File: config.mk
export PLATFORM = sky130hd
export DESIGN_NAME = dogx_gain_combiner_flat
export DESIGN_NICKNAME = d
export VERILOG_FILES = /design/src/rtl/dogx_gain_combiner_pkg.sv /design/src/rtl/dogx_gain_combiner_if.sv /design/src/rtl/dogx_gain_combiner_channel_crossfader.sv /design/src/rtl/dogx_gain_combiner.sv /design/src/flat_wrapper.sv
export SDC_FILE = /design/constraint.sdc
export NUM_CORES = 1
export LEC_CHECK = 0
export ABC_AREA = 1
export CAP_MARGIN = 10
export CORE_MARGIN = 4
export CORE_UTILIZATION = 53
export DETAILED_ROUTE_END_ITERATION = 16
export GPL_ROUTABILITY_DRIVEN = 0
export PLACE_DENSITY = 0.86
export SYNTH_ARGS = -nofsm -noshare
export SYNTH_HDL_FRONTEND = slang
export SYNTH_SLANG_ARGS = --single-unit
File: constraint.sdc
create_clock -name CLK_24M -period 7.1 [get_ports CLK_24M]
set_input_delay 0.71 -clock CLK_24M [delete_from_list [all_inputs] [get_ports CLK_24M]]
set_output_delay 0.71 -clock CLK_24M [all_outputs]
set_load 0.005 [all_outputs]
File: src/rtl/dogx_gain_combiner_pkg.sv
// dogx_conv_pkg -- shared types and helpers for the gain combiner.
//   conv_state_e : selection FSM states (STEADY, FADE).
//   sat_abs      : magnitude of a w-bit signed value carried in 32 bits;
//                  the most negative w-bit code saturates to 2^(w-1)-1 so the
//                  result always fits back into w unsigned bits minus one.
package dogx_conv_pkg;

   typedef enum logic {
      STEADY = 1'b0,
      FADE   = 1'b1
   } conv_state_e;

   function automatic logic [31:0] sat_abs(input logic signed [31:0] x,
                                           input int                 w);
      logic signed [31:0] lim;
      lim = (32'sd1 <<< (w - 1)) - 32'sd1;
      if (x < -lim)
         sat_abs = lim;
      else if (x < 0)
         sat_abs = -x;
      else
         sat_abs = x;
   endfunction

endpackage

File: src/rtl/dogx_gain_combiner_if.sv
// dogx_gain_combiner_if -- sample bus between the converter front end and the
// gain combiner.
//   ch_data          : N_CH packed signed samples, channel c at [c*W_IN +: W_IN]
//   sel_out          : channel currently selected by the combiner
//   fading           : the word on converter_output is a crossfade mix
//   out_valid        : one-cycle strobe for a new converter_output word
//   converter_output : signed combined sample
// master = front end (drives samples), slave = combiner (drives results).
interface dogx_gain_combiner_if #(
   parameter int N_CH  = 3,
   parameter int W_IN  = 9,
   parameter int W_OUT = 13
);
   localparam int SEL_W = (N_CH > 1) ? $clog2(N_CH) : 1;

   logic [N_CH*W_IN-1:0]    ch_data;
   logic [SEL_W-1:0]        sel_out;
   logic                    fading;
   logic                    out_valid;
   logic signed [W_OUT-1:0] converter_output;

   modport master (
      output ch_data,
      input  sel_out,
      input  fading,
      input  out_valid,
      input  converter_output
   );

   modport slave (
      input  ch_data,
      output sel_out,
      output fading,
      output out_valid,
      output converter_output
   );
endinterface

File: src/rtl/dogx_gain_combiner_channel_crossfader.sv
// channel_crossfader -- combinational linear mix of two gain-aligned samples.
//   src  : sample being faded out
//   dst  : sample being faded in
//   step : fade position 0 .. 2^FADE_LOG2-1
//   mix  : (src*(2^F-step) + dst*step) >>> F, floor (truncating) division
module channel_crossfader #(
   parameter int W_OUT     = 13,
   parameter int FADE_LOG2 = 3
) (
   input  logic signed [W_OUT-1:0]   src,
   input  logic signed [W_OUT-1:0]   dst,
   input  logic        [FADE_LOG2-1:0] step,
   output logic signed [W_OUT-1:0]   mix
);
   import dogx_conv_pkg::*;

   // One spare bit above W_OUT+F so the weighted sum never wraps.
   localparam int PW = W_OUT + FADE_LOG2 + 1;
   localparam logic signed [PW-1:0] FULL = PW'(1 << FADE_LOG2);

   logic signed [PW-1:0] src_x;
   logic signed [PW-1:0] dst_x;
   logic signed [PW-1:0] w_src;
   logic signed [PW-1:0] w_dst;
   logic signed [PW-1:0] acc;

   function automatic logic signed [W_OUT-1:0] trunc_shift(input logic signed [PW-1:0] a);
      return W_OUT'(a >>> FADE_LOG2);
   endfunction

   always_comb begin
      src_x = {{(FADE_LOG2 + 1){src[W_OUT-1]}}, src};
      dst_x = {{(FADE_LOG2 + 1){dst[W_OUT-1]}}, dst};
      w_dst = {{(W_OUT + 1){1'b0}}, step};
      w_src = FULL - w_dst;
      acc   = (src_x * w_src) + (dst_x * w_dst);
      mix   = trunc_shift(acc);
   end

endmodule

File: src/rtl/dogx_gain_combiner.sv
// dogx_gain_combiner -- N-channel gain combiner with hysteresis/timeout
// channel selection and optional linear crossfade between channels.
//   CLK_24M   : sole clock
//   reset     : synchronous, active-high
//   th_high   : up-switch magnitude threshold (unsigned)
//   th_low    : down-switch magnitude threshold (unsigned)
//   timeout   : extra low ticks required before a down switch
//   use_fade  : 1 = crossfade on switch, 0 = hard switch
//   force_en  : override automatic selection with force_ch
//   force_ch  : forced channel, clamped to N_CH-1
//   bus       : slave side of the sample bus (ch_data in, results out)
// All selection state advances only on the internal sample tick (one per DIV
// clocks). The word emitted at a tick is computed from the state before that
// tick's decision, so a decision shows in the sample one tick later.
module dogx_gain_combiner
   import dogx_conv_pkg::*;
#(
   parameter int N_CH      = 3,
   parameter int W_IN      = 9,
   parameter int GAIN_STEP = 2,
   parameter int W_OUT     = 13,
   parameter int DIV       = 8,
   parameter int FADE_LOG2 = 3,
   parameter int TIMEOUT_W = 5
) (
   input  logic                      CLK_24M,
   input  logic                      reset,
   input  logic [W_IN-1:0]           th_high,
   input  logic [W_IN-1:0]           th_low,
   input  logic [TIMEOUT_W-1:0]      timeout,
   input  logic                      use_fade,
   input  logic                      force_en,
   input  logic [$clog2(N_CH)-1:0]   force_ch,
   dogx_gain_combiner_if.slave       bus
);

   localparam int SEL_W = $clog2(N_CH);
   localparam int DIV_W = $clog2(DIV);
   localparam logic [SEL_W-1:0] SEL_MAX = SEL_W'(N_CH - 1);

   logic [DIV_W-1:0]        div_cnt;
   logic                    tick;

   conv_state_e             state, state_nxt;
   logic [SEL_W-1:0]        sel, sel_nxt;
   logic [SEL_W-1:0]        src, src_nxt;
   logic [FADE_LOG2-1:0]    step, step_nxt;
   logic [TIMEOUT_W-1:0]    low_cnt, low_nxt;

   logic signed [W_IN-1:0]  ch_s [N_CH];
   logic signed [W_OUT-1:0] ext  [N_CH];
   logic signed [W_IN-1:0]  ch_sel;
   logic signed [W_OUT-1:0] ext_sel;
   logic signed [W_OUT-1:0] ext_src;
   logic signed [W_OUT-1:0] mix_word;
   logic [W_IN-1:0]         mag;
   logic                    mag_low;
   logic                    up_req;
   logic                    down_req;
   logic [SEL_W-1:0]        force_sel;

   logic signed [W_OUT-1:0] out_nxt;
   logic                    fading_nxt;
   logic signed [W_OUT-1:0] out_word_p1;
   logic                    fading_p1;
   logic                    vld_p1;

   // Sample-rate divider.
   assign tick = (div_cnt == DIV_W'(DIV - 1));

   always_ff @(posedge CLK_24M) begin
      if (reset)
         div_cnt <= '0;
      else if (tick)
         div_cnt <= '0;
      else
         div_cnt <= div_cnt + 1'b1;
   end

   // Gain alignment and selection muxes. In FADE, sel already holds the
   // destination channel, so the monitored magnitude is the destination's.
   always_comb begin
      ext_sel = '0;
      ext_src = '0;
      ch_sel  = '0;
      for (int c = 0; c < N_CH; c++) begin
         ch_s[c] = $signed(bus.ch_data[c*W_IN +: W_IN]);
         ext[c]  = W_OUT'(ch_s[c]) <<< (c * GAIN_STEP);
         if (sel == SEL_W'(c)) begin
            ext_sel = ext[c];
            ch_sel  = ch_s[c];
         end
         if (src == SEL_W'(c))
            ext_src = ext[c];
      end
   end

   always_comb begin
      mag       = W_IN'(sat_abs(32'(ch_sel), W_IN));
      mag_low   = (mag < th_low);
      up_req    = (mag >= th_high) && (sel < SEL_MAX);
      down_req  = mag_low && (low_cnt == timeout) && (sel != '0);
      force_sel = (force_ch > SEL_MAX) ? SEL_MAX : force_ch;
   end

   channel_crossfader #(
      .W_OUT     (W_OUT),
      .FADE_LOG2 (FADE_LOG2)
   ) u_xfade (
      .src  (ext_src),
      .dst  (ext_sel),
      .step (step),
      .mix  (mix_word)
   );

   // Next-state logic. up_req is tested first so it wins over down_req.
   always_comb begin
      state_nxt = state;
      sel_nxt   = sel;
      src_nxt   = src;
      step_nxt  = step;
      low_nxt   = low_cnt;
      if (tick) begin
         if (force_en) begin
            sel_nxt   = force_sel;
            state_nxt = STEADY;
            step_nxt  = '0;
            low_nxt   = '0;
         end else begin
            case (state)
               STEADY: begin
                  if (up_req || down_req) begin
                     sel_nxt = up_req ? (sel + 1'b1) : (sel - 1'b1);
                     low_nxt = '0;
                     if (use_fade) begin
                        src_nxt   = sel;
                        step_nxt  = '0;
                        state_nxt = FADE;
                     end
                  end else if (mag_low) begin
                     if (low_cnt != '1)
                        low_nxt = low_cnt + 1'b1;
                  end else begin
                     low_nxt = '0;
                  end
               end
               FADE: begin
                  // Low-level counting is suspended; only an up request can
                  // abort the fade, jumping straight past the destination.
                  low_nxt = '0;
                  if (up_req) begin
                     sel_nxt   = sel + 1'b1;
                     step_nxt  = '0;
                     state_nxt = STEADY;
                  end else begin
                     step_nxt = step + 1'b1;
                     if (step == '1)
                        state_nxt = STEADY;
                  end
               end
               default: state_nxt = STEADY;
            endcase
         end
      end
   end

   // Output word for this tick, from the pre-decision state.
   always_comb begin
      out_nxt    = (state == FADE) ? mix_word : ext_sel;
      fading_nxt = (state == FADE);
   end

   // State registers.
   always_ff @(posedge CLK_24M) begin
      if (reset) begin
         state   <= STEADY;
         sel     <= '0;
         step    <= '0;
         low_cnt <= '0;
      end else begin
         state   <= state_nxt;
         sel     <= sel_nxt;
         step    <= step_nxt;
         low_cnt <= low_nxt;
      end
   end

   always_ff @(posedge CLK_24M) begin
      src <= src_nxt;
   end

   // Stage p1: registered output word, visible the cycle after the tick.
   always_ff @(posedge CLK_24M) begin
      if (reset) begin
         vld_p1      <= 1'b0;
         fading_p1   <= 1'b0;
         out_word_p1 <= '0;
      end else begin
         vld_p1 <= tick;
         if (tick) begin
            fading_p1   <= fading_nxt;
            out_word_p1 <= out_nxt;
         end
      end
   end

   assign bus.sel_out          = sel;
   assign bus.fading           = fading_p1;
   assign bus.out_valid        = vld_p1;
   assign bus.converter_output = out_word_p1;

endmodule

File: src/flat_wrapper.sv
// flat-port wrapper written by rule: the top's interface ports become plain ports
module dogx_gain_combiner_flat import dogx_conv_pkg::*;
#(
   parameter int N_CH      = 3,
   parameter int W_IN      = 9,
   parameter int GAIN_STEP = 2,
   parameter int W_OUT     = 13,
   parameter int DIV       = 8,
   parameter int FADE_LOG2 = 3,
   parameter int TIMEOUT_W = 5
)
  (CLK_24M, reset, th_high, th_low, timeout, use_fade, force_en, force_ch, bus_ch_data, bus_sel_out, bus_fading, bus_out_valid, bus_converter_output);
  dogx_gain_combiner_if #(.N_CH(N_CH), .W_IN(W_IN), .W_OUT(W_OUT)) bus_i ();
  input  logic CLK_24M;
  input  logic reset;
  input  logic [W_IN-1:0] th_high;
  input  logic [W_IN-1:0] th_low;
  input  logic [TIMEOUT_W-1:0] timeout;
  input  logic use_fade;
  input  logic force_en;
  input  logic [$clog2(N_CH)-1:0] force_ch;
  input wire logic [$bits(bus_i.ch_data)-1:0] bus_ch_data;
  output wire logic [$bits(bus_i.sel_out)-1:0] bus_sel_out;
  output wire logic [$bits(bus_i.fading)-1:0] bus_fading;
  output wire logic [$bits(bus_i.out_valid)-1:0] bus_out_valid;
  output wire logic [$bits(bus_i.converter_output)-1:0] bus_converter_output;
  assign bus_i.ch_data = bus_ch_data;
  assign bus_sel_out = bus_i.sel_out;
  assign bus_fading = bus_i.fading;
  assign bus_out_valid = bus_i.out_valid;
  assign bus_converter_output = bus_i.converter_output;
  dogx_gain_combiner #(.N_CH(N_CH), .W_IN(W_IN), .GAIN_STEP(GAIN_STEP), .W_OUT(W_OUT), .DIV(DIV), .FADE_LOG2(FADE_LOG2), .TIMEOUT_W(TIMEOUT_W)) u_core (.CLK_24M(CLK_24M), .reset(reset), .th_high(th_high), .th_low(th_low), .timeout(timeout), .use_fade(use_fade), .force_en(force_en), .force_ch(force_ch), .bus(bus_i));
endmodule
## Word level (Yosys, flattened, before mapping)

Cells that the tools add are included.

- Flip-flop bits (word level): 31
- Input bits: 56
- Logic and storage cells: 85

- Add/sub/neg operators: 8
- Multipliers: 2
- Magnitude comparators: 6
- Equality and inequality tests: 12
- Muxes and demuxes: 34
- Bitwise logic cells: 2
- Reductions and logical operators: 12

Operators by type and width:

| operator | number |
|---|---|
| 13-bit 2-to-1 mux | 7 |
| 9-bit 2-to-1 mux | 5 |
| 5-bit 2-to-1 mux | 4 |
| 16-bit adder | 1 |
| 13-bit by 4-bit multiplier with 16-bit output | 1 |
| 13-bit by 5-bit multiplier with 16-bit output | 1 |
| 3-bit 2-to-1 mux | 4 |
| 2-bit 2-to-1 mux | 5 |
| 5-bit inequality test (second input constant) | 2 |
| 5-bit case mux with 2 select lines | 1 |
| 9-bit >= comparator | 1 |
| 9-bit by 1-bit < comparator with 1-bit output (second input constant) | 1 |
| 9-bit < comparator | 1 |
| 9-bit < comparator (second input constant) | 1 |
| 9-bit negator | 1 |
| 3-bit by 1-bit adder with 3-bit output (second input constant) | 2 |
| 3-bit equality test (second input constant) | 2 |
| 3-bit inequality test (second input constant) | 2 |
| 3-bit case mux with 2 select lines | 1 |
| 3-bit AND reduction | 2 |
| 5-bit by 1-bit adder with 5-bit output (second input constant) | 1 |
| 5-bit equality test | 1 |
| 1-bit 2-to-1 mux | 5 |
| 5-bit AND reduction | 1 |
| other kinds (17) | 23 |

## Logic depth before layout (Yosys ltp)

Gate-level depths: netlist (run 1).

- Word-level depth: 14
- Gate-level depth with buffers: 27

## By module

A second synthesis (run 1) with hierarchy kept.

- Cells, all modules: 941
- Area total of the unflattened synthesis: 6303.5 um^2

By module, submodules not included:

| module | times used | cells each | area each (um^2) | sequential area each (um^2) |
|---|---|---|---|---|
| channel_crossfader | 1 | 501 | 3474.6 | 0.0 |
| dogx_gain_combiner | 1 | 440 | 2829.0 | 640.6 |

## Worst setup path after synthesis (run 1)

Ideal clock, no wire load.

- Path type: flip-flop to flip-flop
- Start point: register u_core.step[0]
- End point: register u_core.out_word_p1[9] (netlist: u_core.bus.converter_output[9])
- Library setup time: 129 ps
- Data arrival time: 5067 ps
- Required time: 6971 ps
- Path slack: 1904 ps
- Cell stages (with the launch flop): 22
- Buffers on the path: 2
- Period minus slack after synthesis: 5196 ps
- Cell sequence: dfxtp_1 > clkinv_1 > clkbuf_1 > ha_1 > xor2_1 > inv_1 > clkbuf_1 > nand2_1 > fa_1 > inv_1 > fa_1 > fa_1 > inv_1 > fa_1 > inv_1 > ha_1 > a21oi_1 > a21oi_1 > or2_2 > a31o_2 > o21ai_0 > o211ai_1

- Word-level cells in the longest chain between the ends: 4
- Elaborated cells on any way between the ends: 5
- Classes of those cells: add/sub: 2; mul: 2; mux: 1

Ends and longest elaborated chain:

| element | line | text |
|---|---|---|
| start: declaration | dogx_gain_combiner.sv:47 | `logic [FADE_LOG2-1:0] step, step_nxt;` |
| start signal: assignment | dogx_gain_combiner.sv:183 | `step <= step_nxt;` |
| 4-bit by 3-bit subtractor with 5-bit output | dogx_gain_combiner_channel_crossfader.sv:35 | `w_src = FULL - w_dst;` |
| 13-bit by 5-bit multiplier with 16-bit output | dogx_gain_combiner_channel_crossfader.sv:36 | `acc = (src_x * w_src) + (dst_x * w_dst);` |
| 16-bit adder (*) | dogx_gain_combiner_channel_crossfader.sv:36 |  |
| 13-bit 2-to-1 mux (*) | dogx_gain_combiner.sv:169 | `out_nxt = (state == FADE) ? mix_word : ext_sel;` |
| end signal: assignment | dogx_gain_combiner.sv:202 | `out_word_p1 <= out_nxt;` |
| end: declaration | dogx_gain_combiner.sv:64 | `logic signed [W_OUT-1:0] out_word_p1;` |

Every way passes the cells marked *; elsewhere a longest branch is shown, timed or not.
A chain may end at the register's enable or synchronous reset.

## Final worst setup path (run 1)

- Start point: register u_core.sel[1] (netlist: u_core.bus.sel_out[1])
- End point: register u_core.out_word_p1[12] (netlist: u_core.bus.converter_output[12])

- Word-level cells in the longest chain between the ends: 7
- Elaborated cells on any way between the ends: 9
- Classes of those cells: add/sub: 1; mul: 1; eq/ne: 2; mux: 4; reduce/logical: 1

Ends and longest elaborated chain:

| element | line | text |
|---|---|---|
| start: declaration | dogx_gain_combiner.sv:45 | `logic [SEL_W-1:0] sel, sel_nxt;` |
| start signal: assignment | dogx_gain_combiner.sv:182 | `sel <= sel_nxt;` |
| 2-bit logical NOT | dogx_gain_combiner.sv:89 | `if (sel == SEL_W'(c)) begin` |
| 13-bit 2-to-1 mux (2 in a row) | dogx_gain_combiner.sv:89 |  |
| 13-bit 2-to-1 mux (*) | dogx_gain_combiner.sv:89 |  |
| 13-bit by 4-bit multiplier with 16-bit output | dogx_gain_combiner_channel_crossfader.sv:36 |  |
| 16-bit adder | dogx_gain_combiner_channel_crossfader.sv:36 |  |
| 13-bit 2-to-1 mux (*) | dogx_gain_combiner.sv:169 |  |

Marked as above.

==> impl_metrics.env, run 1 <==
export IMPL_die_h_um=113
export IMPL_min_period_over_period_pct=79.4
export IMPL_dieArea_sq_um=12800
export IMPL_maxSlewHeadroom_pct=27.7
export IMPL_synthArstFlopShare_pct=0
export IMPL_gr_usage_met3_pct=2.73
export IMPL_htree_num_levels=2
export IMPL_firstDrtPassIters=6
export IMPL_hold_path_class="reg2reg"
export IMPL_grt_busiest_layer="met2"
export IMPL_syn2layout_area_growth_pct=15.7
export IMPL_vias=5649
export IMPL_diodes=0
export IMPL_track_usage_pct=24.4
export IMPL_cts_tree="done"
export IMPL_ctsHoldBuffers=0
export IMPL_syn_area_per_cell_sq_um=6.91
export IMPL_clock_path_buffers=2
export IMPL_grt_use_met1_pct=31.2
export IMPL_antenna_found_initial=0
export IMPL_ys_types=43
export IMPL_setup_violations_final=0
export IMPL_ir_drop_mv=0.0758
export IMPL_postCtsSetupBuffers=0
export IMPL_final_nets=1107
export IMPL_design_area_sq_um=6810
export IMPL_critPathLaunchType="register"
export IMPL_ys_ff_latch=31
export IMPL_cp_required_ns=7.27
export IMPL_clock_sinks=31
export IMPL_cts_root_buf="clkbuf_8"
export IMPL_wl_mm=14.9
export IMPL_clk_pin_slew_ns=0.08
export IMPL_worst_setup_path_end_kind="register"
export IMPL_layout_commonest_cell="inv_1"
export IMPL_grt_first_pass_wirelength_mm=25.7
export IMPL_maxCapViolCount=0
export IMPL_syn_inst=851
export IMPL_die_x_um=113
export IMPL_final_layout_size_suffix_gt1_share_pct=3.16
export IMPL_final_util_pct=62.8
export IMPL_syn_area_sq_um=5880
export IMPL_max_clock_freq_mhz=177
export IMPL_dp_cells=1050
export IMPL_p_leak_nw=3.60
export IMPL_routedWlPerCell_um=14.0
export IMPL_post_dp_cell_area_sq_um=6710
export IMPL_syn_nets=1041
export IMPL_ant_nets=0
export IMPL_rsz0062_at_grt="false"
export IMPL_drcViolationCount=0
export IMPL_grt_pass1_vias=5665
export IMPL_synth_edf_count=2
export IMPL_fp_row_count=38
export IMPL_grt_util_met2_pct=42.7
export IMPL_p_per_area_nw_per_um2=71.2
export IMPL_min_period_ns=5.63
export IMPL_seq_area_frac_synth_pct=10.9
export IMPL_worst_slack_ns=1.47
export IMPL_start_util_pct=54.2
export IMPL_grt_overflow=0
export IMPL_skew_ns=0.0145
export IMPL_status="finished, final reports clean"
export IMPL_crit_fanout=19
export IMPL_dominantRegCellSynth="dfxtp_1"
export IMPL_via_per_inst=5.34
export IMPL_hold_violations=0
export IMPL_fp_coreArea_sq_um=10800
export IMPL_critPathKind="reg2reg"
export IMPL_io_pins=73
export IMPL_final_cell_mix="192 x inv_1, 163 x nand2_1, 117 x nor2_1"
export IMPL_stdcell_count=1058
export IMPL_tightestPinTransition_ns=1.08
export IMPL_grt_start_max_net_pins=22
export IMPL_drv_slew=0
export IMPL_post_place_ws_ns=1.42
export IMPL_drtIter0Drc=554
export IMPL_post_cts_resized=0
export IMPL_arrival_ns=5.81
export IMPL_place_hpwl_mm=12.5
export IMPL_yosysWarningCount=0
export IMPL_fillers=942
export IMPL_setup_tns_ns=0
export IMPL_numCtsBuffers=5
export IMPL_io_buffers=72
export IMPL_clock_latency_ns=0.29
[cell usage after synthesis, types with 2 or more instances]
master,count,area [sq um]
buf_4,3,22.5
nand2_2,2,12.5
o21ai_1,8,40.0
inv_1,192,721
nand4_1,10,62.6
ha_1,72,901
edfxtp_1,2,60.1
a32o_1,2,20.0
xnor2_1,10,87.6
dfxtp_1,29,581
o21ai_0,32,160
o22ai_1,8,50.1
clkinv_1,2,7.51
nand3_1,26,130
nor2_1,117,439
o211ai_1,8,60.1
o21ai_2,2,17.5
o31a_1,2,17.5
a211oi_1,3,22.5
nand3_2,5,50.1
a21oi_1,37,185
nor3_1,9,45.0
nand2_1,163,612
xor2_1,10,87.6
clkbuf_1,9,33.8
fa_1,62,1240
inv_2,3,11.3
nand3b_1,2,15.0
or2_2,3,18.8
a211o_1,2,17.5
a21o_1,2,15.0
o221ai_1,3,26.3
[flip-flops by register name, indices dropped and copies added, names as in the netlist]
name and cells:
u_core.step 3, u_core.div_cnt 3, u_core.bus.out_valid 1, u_core.fading_nxt 1, u_core.bus.sel_out 2, u_core.low_cnt 5
u_core.bus.fading 1, u_core.bus.converter_output 13, u_core.src 2
[final timing paths]
check / start / to / slack (ns) / depth (start not counted)
min reg2reg: u_core.div_cnt[0]$_SDFF_PP0_ / u_core.div_cnt[0]$_SDFF_PP0_ / 0.43 / 1
min: u_core.div_cnt[0]$_SDFF_PP0_ / u_core.div_cnt[0]$_SDFF_PP0_ / 0.43 / 1
max reg2reg: u_core.bus.sel_out[1]$_SDFFE_PP0P_ / u_core.bus.converter_output[12]$_SDFFE_PP0P_ / 1.47 / 22
max: u_core.bus.sel_out[1]$_SDFFE_PP0P_ / u_core.bus.converter_output[12]$_SDFFE_PP0P_ / 1.47 / 22
[report_power, final]
group          leakage (nW)  total (mW)  internal (mW)  switching (mW)
Clock                0.0482       0.151         0.0783          0.0731
Sequential            0.251       0.179          0.178         0.00127
Combinational          3.30       0.155         0.0678          0.0868
Total                  3.60       0.485          0.324           0.161
[final cells by class]
type                            count  area (sq um)  share of cell area [%]
Multi-Input combinational cell    608          4420                    65.0
Clock inverter                      1          5.00                  0.0735
Tap cell                          140           175                    2.57
Sequential cell                    31           641                    9.41
Clock buffer                        7          86.3                    1.27
Inverter                          197           739                    10.9
Timing Repair Buffer               74           736                    10.8
[critical path: stages, from the launching register on]
cell and delay [ns]:
dfxtp_1 0.41, inv_1 0.11, ha_1 0.36, inv_2 0.32
nand2_1 0.12, a21boi_0 0.58, nor2_1 0.09, ha_1 0.34
fa_1 0.52, fa_1 0.55, inv_1 0.06, fa_1 0.53
inv_1 0.04, ha_1 0.36, a21oi_1 0.26, o21ai_0 0.12
a21oi_1 0.12, nand2_1 0.11, inv_1 0.07, o21ai_0 0.08
xor2_1 0.17, o21ai_1 0.12, nand2_1 0.06
[metal layers]
layer  wire length (um)  part of all wire [%]  vias up
li1                   -                     -     2776
met2               7230                    49      239
met5                  0                     0        -
met4                471                   3.2        0
met1               6150                    41     2593
met3               1010                   6.8       41
[per-stage QoR]
| stage | power (mW) | hold slack, ns |
|---|---|---|
| after CTS | 0.488 | 0.437 |
| after detailed placement | 0.335 | 0.425 |
| after global routing | 0.515 | 0.453 |
| after global placement | 0.331 | 0.409 |
| final | 0.485 | 0.435 |
| after floorplan | 0.273 | 0.399 |
[logic make-up after synthesis]
| family | count (synthesis) | share of synthesized area, % |
|---|---|---|
| buf+inv | 212 | 13.9 |
| simple gates | 340 | 24.1 |
| compound gates | 114 | 11.7 |
| xor+xnor | 20 | 2.98 |
| fa+ha+maj | 134 | 36.4 |
| flops | 31 | 10.9 |
Note: power is estimated with default switching activity, not from simulation.
==> run 2, diff against run 1 <==
--- a/config.mk
+++ b/config.mk
@@ -11,7 +11,7 @@
 export CORE_UTILIZATION = 53
 export DETAILED_ROUTE_END_ITERATION = 16
 export GPL_ROUTABILITY_DRIVEN = 0
-export PLACE_DENSITY = 0.86
+export PLACE_DENSITY = 0.89
 export SYNTH_ARGS = -nofsm -noshare
 export SYNTH_HDL_FRONTEND = slang
 export SYNTH_SLANG_ARGS = --single-unit
==> constraint.sdc (replaced) <==
create_clock -name CLK_24M -period 4.5 [get_ports CLK_24M]
set_input_delay 0.45 -clock CLK_24M [delete_from_list [all_inputs] [get_ports CLK_24M]]
set_output_delay 0.45 -clock CLK_24M [all_outputs]
set_load 0.005 [all_outputs]
==> run 2 against run 1 <==
The flow now finishes with violations (negative setup slack); final cell count increased by 12%; register-to-register slack worse by 2.0 ns; power is 79% higher; sequential share of layout area shrank 1.7 points; sequential power rose by 57%; clock skew is 0.0040 ns lower; critical path depth shrank 1; via count up 28%; largest cell class unchanged; highest routed layer unchanged.
==> impl_metrics.env, run 2 (synthesis results as in run 1) <==
export IMPL_status="finished, violations left"
export IMPL_violations="negative setup slack"
export IMPL_syn2layout_area_growth_pct=42.8
export IMPL_wl_mm=23.0
export IMPL_antenna_found_initial=0
export IMPL_p_leak_nw=4.29
export IMPL_critPathKind="reg2reg"
export IMPL_gr_usage_met3_pct=7.75
export IMPL_fp_coreArea_sq_um=10800
export IMPL_holdPathStages=1
export IMPL_largest_register_ffs=13
export IMPL_hold_path_class="reg2reg"
export IMPL_io_buffers=72
export IMPL_grt_busiest_layer="met2"
export IMPL_hold_end="u_core.div_cnt[0]$_SDFF_PP0_"
export IMPL_clk_pin_slew_ns=0.08
export IMPL_final_layout_size_suffix_gt1_share_pct=25.5
export IMPL_ir_drop_mv=0.113
export IMPL_die_h_um=113
export IMPL_firstDrtPassIters=9
export IMPL_grt_start_max_net_pins=19
export IMPL_grt_overflow=0
export IMPL_max_clock_freq_mhz=198
export IMPL_rr_startpoint="u_core.src[0]$_DFFE_PP_"
export IMPL_vias=7209
export IMPL_final_nets=1235
export IMPL_grt_use_met1_pct=36.0
export IMPL_drtIter0Drc=977
export IMPL_start_util_pct=54.2
export IMPL_worst_slack_ns=-0.547
export IMPL_layout_commonest_cell="inv_1"
export IMPL_hold_violations=0
export IMPL_drv_slew=0
export IMPL_clock_path_buffers=2
export IMPL_clock_sinks=31
export IMPL_regArea_sq_um=649
export IMPL_place_hpwl_mm=14.3
export IMPL_min_period_over_period_pct=112
export IMPL_final_cell_mix="170 x inv_1, 139 x nand2_1, 125 x buf_4"
export IMPL_worst_setup_path_end_kind="register"
export IMPL_io_pins=73
export IMPL_routedWlPerCell_um=19.4
export IMPL_cp_required_ns=4.68
export IMPL_post_place_ws_ns=-0.695
export IMPL_reg2reg_depth=21
export IMPL_multi_input_area_sq_um=5000
export IMPL_diodes=0
export IMPL_hold_ws_ns=0.428
export IMPL_cts_root_buf="clkbuf_8"
export IMPL_via_per_inst=6.08
export IMPL_grt_first_pass_wirelength_mm=33.5
export IMPL_grt_util_met2_pct=55.2
export IMPL_tightestPinTransition_ns=1.21
export IMPL_worstReg2RegEnd="u_core.bus.converter_output[12]$_SDFFE_PP0P_"
export IMPL_ant_nets=0
export IMPL_maxCapViolCount=0
export IMPL_arrival_ns=5.23
export IMPL_skew_ns=0.0106
export IMPL_dieArea_sq_um=12800
export IMPL_cts_tree="done"
export IMPL_clock_latency_ns=0.30
export IMPL_min_period_ns=5.05
export IMPL_p_per_area_nw_per_um2=103
export IMPL_htree_num_levels=2
export IMPL_critPathLaunchType="register"
export IMPL_grt_pass1_vias=7086
export IMPL_maxSlewHeadroom_pct=19.3
export IMPL_drcViolationCount=0
export IMPL_hp_start="u_core.div_cnt[0]$_SDFF_PP0_"
export IMPL_fp_row_count=38
export IMPL_rrSetupSlack_ns=-0.55
export IMPL_track_usage_pct=32.5
export IMPL_setup_violations_final=11
export IMPL_numCtsBuffers=5
export IMPL_rsz0062_at_grt="true"
export IMPL_die_x_um=113
export IMPL_crit_fanout=5
export IMPL_fillers=612
[run 2: changes by cell type in the layout (fill, tap and decap cells not counted), moves of 15 or more]
cell	change
nand2_1	-24
inv_1	-22
buf_4	+123
nand2_2	+18
a21oi_1	-15
inv_2	+18
[run 2: repair_timing]
action / CTS / global route
setup endpoints to repair: 11 / 12
hold buffers: 0 / 0
setup buffers: 21 / 9
pin swaps: 26 / 41
gates resized for setup: 64 / 46
[run 2: worst max path at each step]
stage,end,cells past startpoint,from
5_1_grt,u_core.bus.converter_output[11]$_SDFFE_PP0P_,20,u_core.src[0]$_DFFE_PP_
2_1_floorplan,u_core.bus.converter_output[9]$_SDFFE_PP0P_,22,u_core.step[0]$_SDFFE_PP0P_
3_3_place_gp,u_core.bus.converter_output[11]$_SDFFE_PP0P_,22,bus_ch_data[8]
4_1_cts,u_core.bus.converter_output[12]$_SDFFE_PP0P_,24,u_core.src[0]$_DFFE_PP_
3_5_place_dp,u_core.bus.converter_output[12]$_SDFFE_PP0P_,25,bus_ch_data[8]
6_report,u_core.bus.converter_output[12]$_SDFFE_PP0P_,21,u_core.src[0]$_DFFE_PP_
[run 2: area by class of cell]
type                       count  area share (%)
clock buffer                   7            1.03
clock inverter                 1          0.0596
inverter                     197            9.02
multi-input combinational    608            59.5
sequential                    31            7.74
tap                          140            2.09
timing repair buffer         202            20.5
[run 2: per-layer routing]
metal	share of wire [%]	wire (um)	vias up
met5	0	0	-
li1	-	-	3034
met4	9.6	2200	0
met3	11	2490	251
met2	47	10800	615
met1	33	7510	3309
[run 2: power breakdown]
group	switching, mW	internal, mW
clock network	0.120	0.124
logic	0.187	0.155
registers	0.00194	0.279
[run 2: critical path, cell delays in order, from the launching register on]
cell and delay (ns):
edfxtp_1 0.54, nor2_4 0.28, nor2_2 0.09, a21oi_2 0.23
inv_2 0.11, a21oi_4 0.15, buf_4 0.13, buf_4 0.10
nand2_1 0.06, fa_1 0.47, fa_1 0.53, inv_1 0.06
fa_1 0.45, fa_2 0.58, ha_4 0.24, a21oi_4 0.17
nor2_1 0.07, a211oi_2 0.20, o21ai_2 0.09, xor2_1 0.17
o21ai_1 0.14, nand2_1 0.07
[run 2: per-stage QoR]
stage / area (sq um) / TNS [ns] / cells / total power, mW / utilization (%)
final: 8390 / -4.52 / 1186 / 0.866 / 77.4
after floorplan: 6140 / -0.0378 / 851 / 0.438 / -
after CTS: 8180 / -1.41 / 1178 / 0.827 / 75.5
after global placement: 7690 / -4.22 / 1149 / 0.559 / 70.9
after global routing: 8390 / -6.16 / 1186 / 0.896 / 77.4
after detailed placement: 7690 / -5.26 / 1149 / 0.573 / 70.9
